<file path="src/rtl/bram_row_gather_pkg.sv">
// row_gather_pkg: shared FSM state type, latency bound and signed max helper for bram_row_gather
package row_gather_pkg;
    typedef enum logic [1:0] {IDLE, ISSUE, DRAIN, HOLD} state_t;
    localparam int MAX_READ_LATENCY = 4;
    function automatic logic signed [31:0] smax(input logic signed [31:0] a, input logic signed [31:0] b);
        return a > b ? a : b;
    endfunction
endpackage

</file>
<file path="src/rtl/bram_row_gather_if.sv">
// bram_row_gather_if: request, BRAM read port and row-output handshake bundle for bram_row_gather
// master: the gatherer (drives busy, bram_en/bram_addr, o_data/o_valid/done/o_max)
// slave:  the environment (drives start/row_idx, bram_rdata, o_ready)
interface bram_row_gather_if
    import row_gather_pkg::*;
#(
    parameter int BIT_WIDTH    = 16,
    parameter int N            = 32,
    parameter int LANES        = 1,
    parameter int ROW_COUNT    = 32,
    parameter int READ_LATENCY = 1,
    parameter int ADDR_WIDTH   = $clog2(ROW_COUNT * (N / LANES))
);
    logic start;
    logic [$clog2(ROW_COUNT)-1:0] row_idx;
    logic busy;
    logic bram_en;
    logic [ADDR_WIDTH-1:0] bram_addr;
    logic [LANES*BIT_WIDTH-1:0] bram_rdata;
    logic signed [BIT_WIDTH-1:0] o_data [N];
    logic o_valid;
    logic o_ready;
    logic done;
    logic signed [BIT_WIDTH-1:0] o_max;
    modport master (
        input start, row_idx, bram_rdata, o_ready,
        output busy, bram_en, bram_addr, o_data, o_valid, done, o_max
    );
    modport slave (
        output start, row_idx, bram_rdata, o_ready,
        input busy, bram_en, bram_addr, o_data, o_valid, done, o_max
    );
endinterface

</file>
<file path="src/rtl/bram_row_gather_lat_pipe.sv">
// row_gather_lat_pipe: delay line carrying {valid, word index} alongside each issued BRAM read
// Ports: clk, rst (async, active-high); v_i/idx_i tag entering with each address;
//        v_o/idx_o the same tag DEPTH cycles later, aligned with its read data.
module row_gather_lat_pipe
    import row_gather_pkg::*;
#(
    parameter int DEPTH = 1,
    parameter int IW    = 1
) (
    input  logic          clk,
    input  logic          rst,
    input  logic          v_i,
    input  logic [IW-1:0] idx_i,
    output logic          v_o,
    output logic [IW-1:0] idx_o
);
    localparam int PW = DEPTH * IW;
    logic [DEPTH-1:0] v_q;
    logic [PW-1:0] idx_q;
    always_ff @(posedge clk or posedge rst)
        if (rst) begin
            v_q <= '0;
            idx_q <= '0;
        end else begin
            v_q <= DEPTH'({v_q, v_i});
            idx_q <= PW'({idx_q, idx_i});
        end
    assign v_o = v_q[DEPTH-1];
    assign idx_o = idx_q[PW-1 -: IW];
endmodule

</file>
<file path="src/rtl/bram_row_gather.sv">
// bram_row_gather: gathers one run-time selected matrix row from BRAM into a parallel register vector
// Ports: clk, rst (async, active-high); bus (bram_row_gather_if.master) carrying start/row_idx/busy,
//        the bram_en/bram_addr/bram_rdata read port and the o_data/o_valid/o_ready/done/o_max output.
// Build option: define ROW_GATHER_MAX_EN to track the running signed row maximum on o_max.
module bram_row_gather
    import row_gather_pkg::*;
#(
    parameter int BIT_WIDTH    = 16,
    parameter int N            = 32,
    parameter int LANES        = 1,
    parameter int ROW_COUNT    = 32,
    parameter int READ_LATENCY = 1,
    parameter int ADDR_WIDTH   = $clog2(ROW_COUNT * (N / LANES))
) (
    input logic clk,
    input logic rst,
    bram_row_gather_if.master bus
);
    localparam int WORDS = N / LANES;
    localparam int RW = $clog2(ROW_COUNT);
    localparam int IW = WORDS > 1 ? $clog2(WORDS) : 1;
    localparam int CW = $clog2(WORDS + MAX_READ_LATENCY) + 1;
    localparam logic [RW-1:0] LAST_ROW = RW'(ROW_COUNT - 1);
    localparam logic [CW-1:0] LAST_WORD = CW'(WORDS - 1);
    localparam logic [CW-1:0] LAST_WAIT = CW'(READ_LATENCY - 1);

    state_t state_q, state_d;
    logic [CW-1:0] cnt_q, cnt_d;
    logic [RW-1:0] row_q, row_d;
    logic accept, issue, cap_v;
    logic [IW-1:0] cap_idx;
    logic signed [BIT_WIDTH-1:0] lane [LANES];

    assign accept = state_q == IDLE && bus.start;
    assign issue = state_q == ISSUE;

    always_ff @(posedge clk or posedge rst)
        if (rst) begin
            state_q <= IDLE;
            cnt_q <= '0;
            row_q <= '0;
        end else begin
            state_q <= state_d;
            cnt_q <= cnt_d;
            row_q <= row_d;
        end

    // cnt_q walks the word index in ISSUE and the latency wait in DRAIN
    always_comb begin
        state_d = state_q;
        cnt_d = cnt_q;
        row_d = row_q;
        case (state_q)
            IDLE: if (accept) begin
                state_d = ISSUE;
                cnt_d = '0;
                row_d = bus.row_idx > LAST_ROW ? LAST_ROW : bus.row_idx;
            end
            ISSUE: begin
                state_d = cnt_q == LAST_WORD ? DRAIN : ISSUE;
                cnt_d = cnt_q == LAST_WORD ? '0 : cnt_q + 1'b1;
            end
            DRAIN: begin
                state_d = cnt_q == LAST_WAIT ? HOLD : DRAIN;
                cnt_d = cnt_q == LAST_WAIT ? '0 : cnt_q + 1'b1;
            end
            HOLD: state_d = bus.o_ready ? IDLE : HOLD;
            default: state_d = IDLE;
        endcase
    end

    assign bus.busy = state_q != IDLE;
    assign bus.bram_en = issue;
    assign bus.bram_addr = issue ? ADDR_WIDTH'(row_q) * ADDR_WIDTH'(WORDS) + ADDR_WIDTH'(cnt_q) : '0;
    assign bus.o_valid = state_q == HOLD;
    assign bus.done = bus.o_valid && bus.o_ready;

    row_gather_lat_pipe #(.DEPTH(READ_LATENCY), .IW(IW)) u_pipe (
        .clk(clk),
        .rst(rst),
        .v_i(issue),
        .idx_i(IW'(cnt_q)),
        .v_o(cap_v),
        .idx_o(cap_idx)
    );

    for (genvar j = 0; j < LANES; j++) begin : g_lane
        assign lane[j] = bus.bram_rdata[j*BIT_WIDTH +: BIT_WIDTH];
    end

    // element k lives in lane k%LANES of word k/LANES; untouched elements keep their old value
    for (genvar k = 0; k < N; k++) begin : g_cap
        logic signed [BIT_WIDTH-1:0] data_q;
        always_ff @(posedge clk or posedge rst)
            if (rst) data_q <= '0;
            else if (cap_v && cap_idx == IW'(k / LANES)) data_q <= lane[k % LANES];
        assign bus.o_data[k] = data_q;
    end

`ifdef ROW_GATHER_MAX_EN
    logic signed [BIT_WIDTH-1:0] max_q;
    logic signed [BIT_WIDTH-1:0] run_max [LANES+1];
    assign run_max[0] = max_q;
    for (genvar j = 0; j < LANES; j++) begin : g_max
        assign run_max[j+1] = BIT_WIDTH'(smax(32'(run_max[j]), 32'(lane[j])));
    end
    always_ff @(posedge clk or posedge rst)
        if (rst) max_q <= '0;
        else if (accept) max_q <= {1'b1, {(BIT_WIDTH-1){1'b0}}};
        else if (cap_v) max_q <= run_max[LANES];
    assign bus.o_max = max_q;
`else
    assign bus.o_max = '0;
`endif
endmodule

</file>
<file path="src/flat_wrapper.sv">
// flat-port wrapper written by rule: the top's interface ports become plain ports
module bram_row_gather_flat import row_gather_pkg::*;
#(
    parameter int BIT_WIDTH    = 16,
    parameter int N            = 32,
    parameter int LANES        = 1,
    parameter int ROW_COUNT    = 32,
    parameter int READ_LATENCY = 1,
    parameter int ADDR_WIDTH   = $clog2(ROW_COUNT * (N / LANES))
)
  (clk, rst, bus_start, bus_row_idx, bus_bram_rdata, bus_o_ready, bus_busy, bus_bram_en, bus_bram_addr, bus_o_data, bus_o_valid, bus_done, bus_o_max);
  bram_row_gather_if #(.BIT_WIDTH(BIT_WIDTH), .N(N), .LANES(LANES), .ROW_COUNT(ROW_COUNT), .READ_LATENCY(READ_LATENCY), .ADDR_WIDTH(ADDR_WIDTH)) bus_i ();
  input logic clk;
  input logic rst;
  input wire logic [$bits(bus_i.start)-1:0] bus_start;
  input wire logic [$bits(bus_i.row_idx)-1:0] bus_row_idx;
  input wire logic [$bits(bus_i.bram_rdata)-1:0] bus_bram_rdata;
  input wire logic [$bits(bus_i.o_ready)-1:0] bus_o_ready;
  output wire logic [$bits(bus_i.busy)-1:0] bus_busy;
  output wire logic [$bits(bus_i.bram_en)-1:0] bus_bram_en;
  output wire logic [$bits(bus_i.bram_addr)-1:0] bus_bram_addr;
  output wire logic [$bits(bus_i.o_data)-1:0] bus_o_data;
  output wire logic [$bits(bus_i.o_valid)-1:0] bus_o_valid;
  output wire logic [$bits(bus_i.done)-1:0] bus_done;
  output wire logic [$bits(bus_i.o_max)-1:0] bus_o_max;
  assign bus_i.start = bus_start;
  assign bus_i.row_idx = bus_row_idx;
  assign bus_i.bram_rdata = bus_bram_rdata;
  assign bus_i.o_ready = bus_o_ready;
  assign bus_busy = bus_i.busy;
  assign bus_bram_en = bus_i.bram_en;
  assign bus_bram_addr = bus_i.bram_addr;
  assign bus_o_data = {>>{bus_i.o_data}};
  assign bus_o_valid = bus_i.o_valid;
  assign bus_done = bus_i.done;
  assign bus_o_max = bus_i.o_max;
  bram_row_gather #(.BIT_WIDTH(BIT_WIDTH), .N(N), .LANES(LANES), .ROW_COUNT(ROW_COUNT), .READ_LATENCY(READ_LATENCY), .ADDR_WIDTH(ADDR_WIDTH)) u_core (.clk(clk), .rst(rst), .bus(bus_i));
endmodule
</file>
<file path="config.mk">
export PLATFORM = sky130hd
export DESIGN_NAME = bram_row_gather_flat
export DESIGN_NICKNAME = d
export VERILOG_FILES = /design/src/rtl/bram_row_gather_pkg.sv /design/src/rtl/bram_row_gather_if.sv /design/src/rtl/bram_row_gather_lat_pipe.sv /design/src/rtl/bram_row_gather.sv /design/src/flat_wrapper.sv
export SDC_FILE = /design/constraint.sdc
export NUM_CORES = 1
export LEC_CHECK = 0
export BUFFER_PORTS_ARGS = -buffer_cell sky130_fd_sc_hd__buf_2
export CAP_MARGIN = 25
export CORE_AREA = 2 2 222 224
export CTS_BUF_LIST = sky130_fd_sc_hd__clkbuf_2 sky130_fd_sc_hd__clkbuf_4 sky130_fd_sc_hd__clkbuf_8
export DETAILED_ROUTE_END_ITERATION = 6
export DIE_AREA = 0 0 224 226
export GPL_ROUTABILITY_DRIVEN = 0
export GPL_TIMING_DRIVEN = 0
export PLACE_DENSITY = 0.78
export SLEW_MARGIN = 25
export SYNTH_ARGS = -nofsm -noshare
export SYNTH_HDL_FRONTEND = slang
export SYNTH_SLANG_ARGS = --single-unit
</file>
<file path="constraint.sdc">
create_clock -name clk -period 36.1 [get_ports clk]
set_input_delay 5.415 -clock clk [delete_from_list [all_inputs] [get_ports clk]]
set_output_delay 5.415 -clock clk [all_outputs]
set_load 0.005 [all_outputs]
</file>
# After elaboration in Yosys (flattened, before gate mapping)

Cells that the tools add are included.
Widths: inputs -> output; s select.

Register bits: 532
RAM bits: 0
Memories kept: 0
Bits in latches: 0
Output and inout bits: 542
Word-level logic and storage cells: 128
Bits in read-only memories: 0

Div/mod/pow operators: 0
Equality and inequality tests: 36
Muxes and demuxes: 11
Bitwise logic cells: 0
Shift operators: 0
Reductions and logical operators: 41
Add/sub/neg operators: 2
Multiply operators: 0
$lt $le $gt $ge: 1

Operator list:

| cell                | number |
|---|---|
| $eq 5x5->1 const B  | 16 |
| $eq 5x4->1 const B  | 8 |
| $logic_and 1x1->1   | 34 |
| $mux 7              | 3 |
| $pmux 7 s3          | 1 |
| $eq 5x3->1 const B  | 4 |
| $add 10x7->10       | 1 |
| $eq 5x2->1 const B  | 2 |
| $mux 10             | 1 |
| $pmux 2 s4          | 1 |
| $add 7x1->7 const B | 1 |
| $eq 7x5->1 const B  | 1 |
| $logic_not 7->1     | 1 |
| $mux 2              | 3 |
| $eq 5x1->1 const B  | 1 |
| $gt 5x5->1 const B  | 1 |
| $logic_not 5->1     | 1 |
| $mux 5              | 1 |
| $eq 2x2->1 const B  | 2 |
| $reduce_and 2->1    | 2 |
| $reduce_bool 3->1   | 1 |
| $eq 2x1->1 const B  | 1 |
| $logic_not 2->1     | 1 |
| $ne 2x1->1 const B  | 1 |
| other kinds (2)     | 2 |

# Longest topological paths before layout

Gate-level depths: netlist of run 1.

Word-level depth: 4
Mapped depth: 6
Depth with buffers taken out: 6

# Hierarchy

Synthesis of run 1 repeated with hierarchy kept, for this count alone.

Cell total of the unflattened synthesis: 1291
Area total of the unflattened synthesis: 20480.9 µm²

Modules (own cells, without submodules):

| module              | area an instance (µm²) | sequential area each (µm²) | instances | cells an instance |
|---|---|---|---|---|
| bram_row_gather     | 20327.0                | 13162.6                    | 1         | 1284 |
| row_gather_lat_pipe | 153.9                  | 150.1                      | 1         | 7 |

# Least setup slack after synthesis of run 1

OpenSTA, ideal clock, no wires.

Path kind: input to output
From: input port bus_o_ready
To: output port bus_done
Data arrival time: 5.540 ns
Stages: 1
Path buffers: 0
Slack: 25.145 ns
Cell sequence: and2_1

Cells in the longest elaborated chain, start to end: 1

Ends and longest elaborated chain:

| what              | line                  | RTL |
|---|---|---|
| from (decl)       | flat_wrapper.sv:18    | `input wire logic [$bits(bus_i.o_ready)-1:0] bus_o_ready;` |
| $logic_and 1x1->1 | bram_row_gather.sv:76 | `assign bus.done = bus.o_valid && bus.o_ready;` |
| to (decl)         | flat_wrapper.sv:24    | `output wire logic [$bits(bus_i.done)-1:0] bus_done;` |

No other way between the ends.

# Worst setup path after layout of run 1

Same ends and word-level chain as after synthesis.

==> impl_results.md, run 1 <==
- Combinational power share: 0.333
- PostCTS Resize Cnt: 0
- # fillers: 3,982
- FMAX: 89.1 MHz
- Core box area: 48,300 sq um
- Hold-fix buffers, CTS: 0
- Cell variety after synth: 47
- Hold Fails Final Rpt: 0
- P per Cell Area: 88.5 nW/um^2
- Vias: 13.6k
- Worst rel slew slack: 0.396
- Drt total wl: 62,300 um
- Die area: 50,600 sq um
- Starting Density: 0.427
- Initial antenna violation count: 1
- Latest clock arrival within the worst-skew pair: 680 ps
- Largest net degree at the start of global routing: 108
- 1st-pass router iterations: 5
- Cell internal pwr: 1580 uW
- Tcrit/Tclk final: 0.311
- RSZ-0062 raised after global routing: no
- P_leak: 0.0133 uW
- Top post-synthesis cells by count: 532 x dfrtp_1, 514 x mux2_2, 54 x clkbuf_1, 29 x buf_2, 23 x buf_4
- Routed len/inst: 23.6 um
- Die Ht: 226 um
- CTS tree: done
- Startpoint Class: input port
- Most used DFF post-synth: dfrtp_1
- Max-slew violations: 0
- Syn Inst Count: 1,293
- Hold Crit Class: reg -> reg
- Count leader, synth: dfrtp_1
- Clock Tree Root: clkbuf_8
- Synthesized area: 20,600 sq um
- Syn Area/Cell: 16.0 sq um
- PortBufs: 550
- Final setup viols: 0
- Clk pwr share: 0.240
- Top cells by area, synth: dfrtp_1 64%, mux2_2 28%, clkbuf_1 0.98%, buf_4 0.84%, buf_2 0.70%
- Outcome: finished, final reports clean
- Grt total ovfl: 0
- First-pass GRT wire length: 90,800 um
- Clock skew: 26.8 ps
- H-tree level count: 3
- I/O pin count: 567
- Width of the die: 224 um
- Sw frac: 0.318
- Synth warn: 0
- Sw Pwr: 739 uW
- Syn-to-layout area delta: 27.1%
- Inserted Clock Buffers: 87
- Top cell type by total area after synthesis: dfrtp_1
- GRT Util Overall: 0.242
- Share of post-route cells with drive strength above 1: 0.650
- # DRC: 0
- Max_cap viols: 0
- Antenna Violating Nets Remaining: 0
- EDFF count, synth: 0
- Reg2reg path depth: 4
- Via count of the first global-routing pass: 14.2k
- PnR Total Power: 2320 uW
- # diodes: 0
- Worst endpoint required time: 30,680 ps
- Peak supply drop: 0.0000420 V
- Hold Crit Depth: 0
- CP arrival: 5810 ps
- HPWL Detailed: 45,600 um
- Async S/R FF share, synth: 1.00
- Final design utilization: 0.543
- Synth top area share: 0.645
- CTS sink cnt: 532
- Seq/Total Area, Yosys: 0.645
- Setup_tns: 0 ps
- Cell row count: 81
- Reg2Reg Setup Slack: 33,510 ps
- Routed vias/inst: 5.17
- Min cycle time layout: 11,220 ps
- Fin nets: 1,988
- Crit end category: primary output
- Slew @ Worst Pin: 906 ps
- Clock Path Buffers: 3
- Reg clk slew, reported paths: 60 ps
- Setup Crit Path Kind: in -> out
- Max FO, Critical Path: 2
- Post-synthesis register bit count: 532
- Reg power frac: 0.427
- DR iter-0 viols: 705
- Setup Fix Bufs, Post-CTS: 0
-- cell families after synthesis --
group | synth area share
XOR/XNOR | 0.00127
buffers and inverters | 0.0281
multiplexers | 0.283
adder cells (fa/ha/maj) | 0.00703
AO/OA/AOI/OAI | 0.00612
flip-flops | 0.645
other | 0.000182
AND/OR/NAND/NOR | 0.0296
-- state kept, by name (all words and copies together) (netlist names) --
| register | flops |
|---|---|
| u_core.u_pipe.idx_o | 5 |
| u_core.g_cap.data_q | 512 |
| u_core.u_pipe.v_o | 1 |
| u_core.state_q | 2 |
| u_core.row_q | 5 |
| u_core.cnt_q | 7 |
-- area by class of cell --
cell class | count | area [sq um] | share of cell area
Clock inverter | 16 | 165 | 0.00629
Inverter | 7 | 33.8 | 0.00129
Clock buffer | 136 | 1700 | 0.0647
Tap cell | 622 | 778 | 0.0297
Timing Repair Buffer | 555 | 2890 | 0.110
Sequential cell | 532 | 13300 | 0.507
Multi-Input combinational cell | 660 | 6810 | 0.259
Buffer | 109 | 554 | 0.0211
-- critical path, cell delays in order --
cell and delay (ps):
buf_2 110, and2_1 160, buf_2 130
-- layer usage --
metal,wire length (um),global-route usage,vias up,part of all wire
met5,0,0,-,0
met4,2460,0.116,0,0.039
met3,4400,0.0697,144,0.071
met2,30700,0.398,516,0.49
met1,24700,0.295,7153,0.40
li1,-,-,5808,-
-- worst paths after layout --
kind,startpoint,endpoint
max in group asynchronous,rst,u_core.g_cap[10].data_q[4]
setup / recovery,bus_o_ready,bus_done
hold reg to reg,u_core.cnt_q[4],u_core.u_pipe.idx_o[4]
min in group asynchronous,rst,u_core.g_cap[25].data_q[12]
setup reg to reg,u_core.u_pipe.idx_o[3],u_core.g_cap[23].data_q[7]
hold / removal,u_core.cnt_q[4],u_core.u_pipe.idx_o[4]
-- power by group through the flow --
| stage | clock, uW | sequential, uW | combinational, uW |
|---|---|---|---|
| 2_1_floorplan | 0 | 1010 | 353 |
| 3_3_place_gp | 0 | 984 | 754 |
| 3_5_place_dp | 0 | 996 | 779 |
| 4_1_cts | 568 | 988 | 782 |
| 5_1_grt | 594 | 1020 | 829 |
| 6_report | 557 | 992 | 774 |
-- layout by cell type, fill, tap and decap left out, types with 3 or more instances in the layout --
cell type / instances
buf_2: 579
dfrtp_1: 532
mux2_2: 514
clkbuf_8: 108
clkbuf_1: 54
clkbuf_4: 28
buf_4: 23
conb_1: 16
nand2_1: 15
nor2_1: 13
ha_1: 10
nand2_2: 9
nor2_2: 9
nor2b_1: 8
nand3_1: 6
inv_1: 6
and2_1: 6
clkinv_2: 6
o21ai_0: 5
buf_16: 5
nand2b_1: 4
clkinvlp_4: 4
or3_1: 3
buf_6: 3
nor4b_1: 3
o2111ai_1: 3
-- through the flow --
| step | hold slack, ps | setup WS, ps | cells | instance area, sq um |
|---|---|---|---|---|
| 6_report | 378 | 24880 | 2637 | 26200 |
| 5_1_grt | 386 | 24860 | 2637 | 26200 |
| 4_1_cts | 382 | 24870 | 2637 | 26200 |
| 3_5_place_dp | 368 | 24870 | 2485 | 24400 |
| 3_3_place_gp | 360 | 11190 | 2480 | 24200 |
| 2_1_floorplan | 352 | 15820 | 1308 | 20700 |
No activity file was read; power rests on OpenSTA's default activity.
==> inputs of run 2 (changes only) <==
--- a/config.mk
+++ b/config.mk
@@ -7,13 +7,13 @@
 export LEC_CHECK = 0
 export BUFFER_PORTS_ARGS = -buffer_cell sky130_fd_sc_hd__buf_2
 export CAP_MARGIN = 25
-export CORE_AREA = 2 2 222 224
+export CORE_AREA = 2 2 224 226
 export CTS_BUF_LIST = sky130_fd_sc_hd__clkbuf_2 sky130_fd_sc_hd__clkbuf_4 sky130_fd_sc_hd__clkbuf_8
 export DETAILED_ROUTE_END_ITERATION = 6
-export DIE_AREA = 0 0 224 226
+export DIE_AREA = 0 0 226 228
 export GPL_ROUTABILITY_DRIVEN = 0
 export GPL_TIMING_DRIVEN = 0
-export PLACE_DENSITY = 0.78
+export PLACE_DENSITY = 0.77
 export SLEW_MARGIN = 25
 export SYNTH_ARGS = -nofsm -noshare
 export SYNTH_HDL_FRONTEND = slang
==> constraint.sdc (replaced) <==
create_clock -name clk -period 11.74 [get_ports clk]
set_input_delay 1.761 -clock clk [delete_from_list [all_inputs] [get_ports clk]]
set_output_delay 1.761 -clock clk [all_outputs]
set_load 0.005 [all_outputs]
==> run 2 against run 1 <==
Global-route usage increased by 0.16 points. Sequential cell count did not move. Sequential share of layout area is 0.40 points lower. Clock power increased to 2.9 times the previous value. Die area grew 1.8%. Sequential power rose to 3.1 times the previous value. Clock skew increased by 6.8 ps. Non-clock buffer count increased by 14. Largest cell class unchanged. Wire length rose by 0.86%. First-iteration DRC count shrank 14%. Cell count rose by 2.0%.
==> impl_results.md, run 2 (synthesis gave the netlist of run 1 again) <==
- Outcome: finished, final reports clean
- Placed Instances: 2,549 (+2.6%)
- Cell Count, Final, Fillers Out: 2,691 (+2.0%)
- CP delay by family, top: adder cells
- Hold-fix buffers, CTS: 0 (unchanged)
- Worst rel slew slack: 0.389 (-0.00731)
- Min cycle time layout: 3990 ps
- Worst path max stage delay: 440 ps (+280 ps)
- Dpl ws: 7850 ps (-17,020 ps)
- CTS tree: done
- RR Startpoint: u_core.u_pipe.idx_o[3]
- Worst endpoint required time: 9980 ps (-20,700 ps)
- # diodes: 0 (unchanged)
- Clock skew: 33.5 ps (+6.77 ps)
- Via count of the first global-routing pass: 14.3k (+0.90%)
- Buf/Inv on CP: 1 (-1)
- Max-slew violations: 0 (unchanged)
- Biggest regs: u_core.g_cap.data_q (512), u_core.cnt_q (7)
- Starting Density: 0.418 (-0.00872)
- Grt total ovfl: 0 (unchanged)
- Max reg flops: 512 (unchanged)
- Hold Crit Class: reg -> reg
- Hold Crit Start: u_core.cnt_q[4]
- Max_cap viols: 0 (unchanged)
- Slew @ Worst Pin: 914 ps (+7.58 ps)
- Startpoint Class: register
- Latest clock arrival within the worst-skew pair: 670 ps (about the same)
- Routed vias/inst: 5.07 (-1.8%)
- Setup Crit Path Kind: reg -> out
- Setup_tns: 0 ps (unchanged)
- I/O pin count: 567 (unchanged)
- Reg clk slew, reported paths: 50 ps (about the same)
- Commonest non-fill, non-tap cell in the layout: buf_2
- PostCTS Resize Cnt: 0 (unchanged)
- Hold Slack: 368 ps (-10.6 ps)
- Die Ht: 228 um (+0.88%)
- Clock Path Buffers: 3 (unchanged)
- Post-route setup slack: 7750 ps (-17,130 ps)
- DP Area: 24,700 sq um (+1.4%)
- CP Launch Point: u_core.cnt_q[5]
- Critical Path, Cell by Cell: ha_1, fa_1, nand3_1, xor2_1, nor2_1, buf_2
- DR iter-0 viols: 608 (-14%)
- CTS sink cnt: 532 (unchanged)
- Setup Fix Bufs, Post-CTS: 0 (unchanged)
- FMAX: 251 MHz
- Syn-to-layout area delta: 28.1%
- Final setup viols: 0 (unchanged)
- Clock Tree Root: clkbuf_8
- Share of post-route cells with drive strength above 1: 0.650 (+0.000694)
- PortBufs: 550 (unchanged)
- Largest net degree at the start of global routing: 36 (-67%)
- Peak supply drop: 0.000130 V (+210%)
- HPWL Detailed: 46,600 um (+2.3%)
- RSZ-0062 raised after global routing: no
- Finished Cell Area: 26,400 sq um (+0.79%)
- Drt total wl: 62,800 um (+0.86%)
- Max FO, Critical Path: 6 (+4)
- Inserted Clock Buffers: 86 (-1.1%)
- CP arrival: 2230 ps (-3580 ps)
- Cell row count: 82 (+1.2%)
- Antenna Violating Nets Remaining: 0 (unchanged)
- Hold Fails Final Rpt: 0 (unchanged)
- P_leak: 0.0133 uW (+0.48%)
- First-pass GRT wire length: 92,700 um (+2.1%)
- P per Cell Area: 267 nW/um^2 (+200%)
- Reg2Reg Setup Slack: 9150 ps (-24,360 ps)
- Slowest CP cell: dfrtp_1
- Routed len/inst: 23.3 um (-1.2%)
- Core box area: 49,300 sq um (+2.1%)
- Most flop-heavy register: u_core.g_cap.data_q
- Crit end category: primary output
- 1st-pass router iterations: 5 (unchanged)
- # fillers: 4,059 (+1.9%)
- Most frequent cells in the layout: 579 x buf_2, 532 x dfrtp_1, 514 x mux2_2, 101 x clkbuf_8, 54 x clkbuf_1
- Fin nets: 2,001 (+0.65%)
- Tcrit/Tclk final: 0.340
- Die area: 51,500 sq um (+1.8%)
- H-tree level count: 3 (unchanged)
- Width of the die: 226 um (+0.89%)
- GRT Util Overall: 0.244 (+0.00161)
- Initial antenna violation count: 0 (-1)
- Vias: 13.7k (+0.23%)
- # DRC: 0 (unchanged)
[run 2: per-stage QoR]
stage | total power, uW | utilization
2_1_floorplan | 4190 | -
3_3_place_gp | 5360 | 0.492
3_5_place_dp | 5480 | 0.501
4_1_cts | 7110 | 0.536
5_1_grt | 7440 | 0.536
6_report | 7060 | 0.536
[run 2: cell type report]
class                   count  area (sq um)  area share
well taps                 672           841      0.0318
clock buffers             130          1610      0.0608
flip-flops and latches    532         13300       0.503
repair buffers            569          3170       0.120
inverters                   7          30.0     0.00114
multi-input cells         660          6810       0.257
plain buffers             109           554      0.0210
clock inverters            12           121     0.00459
[run 2: final timing paths]
kind                                                    end  cells past startpoint
worst max-delay path                       bus_bram_addr[9]                      6
worst min-delay path                 u_core.u_pipe.idx_o[4]                      0
worst max register to register   u_core.g_cap[22].data_q[3]                      4
worst min register to register       u_core.u_pipe.idx_o[4]                      0
max in group asynchronous       u_core.g_cap[26].data_q[15]                      8
min in group asynchronous        u_core.g_cap[10].data_q[1]                      2
[run 2: power by group]
part           total, uW  switching (uW)  internal (uW)
registers           3040             418           2620
clock network       1620             721            895
logic               2400            1110           1290
[run 2: per-layer routing]
metal	global-route usage	part of all wire	up-vias
met5	0	0	-
met1	0.303	0.40	7127
met4	0.110	0.037	0
met3	0.0683	0.075	132
li1	-	-	5866
met2	0.396	0.48	527
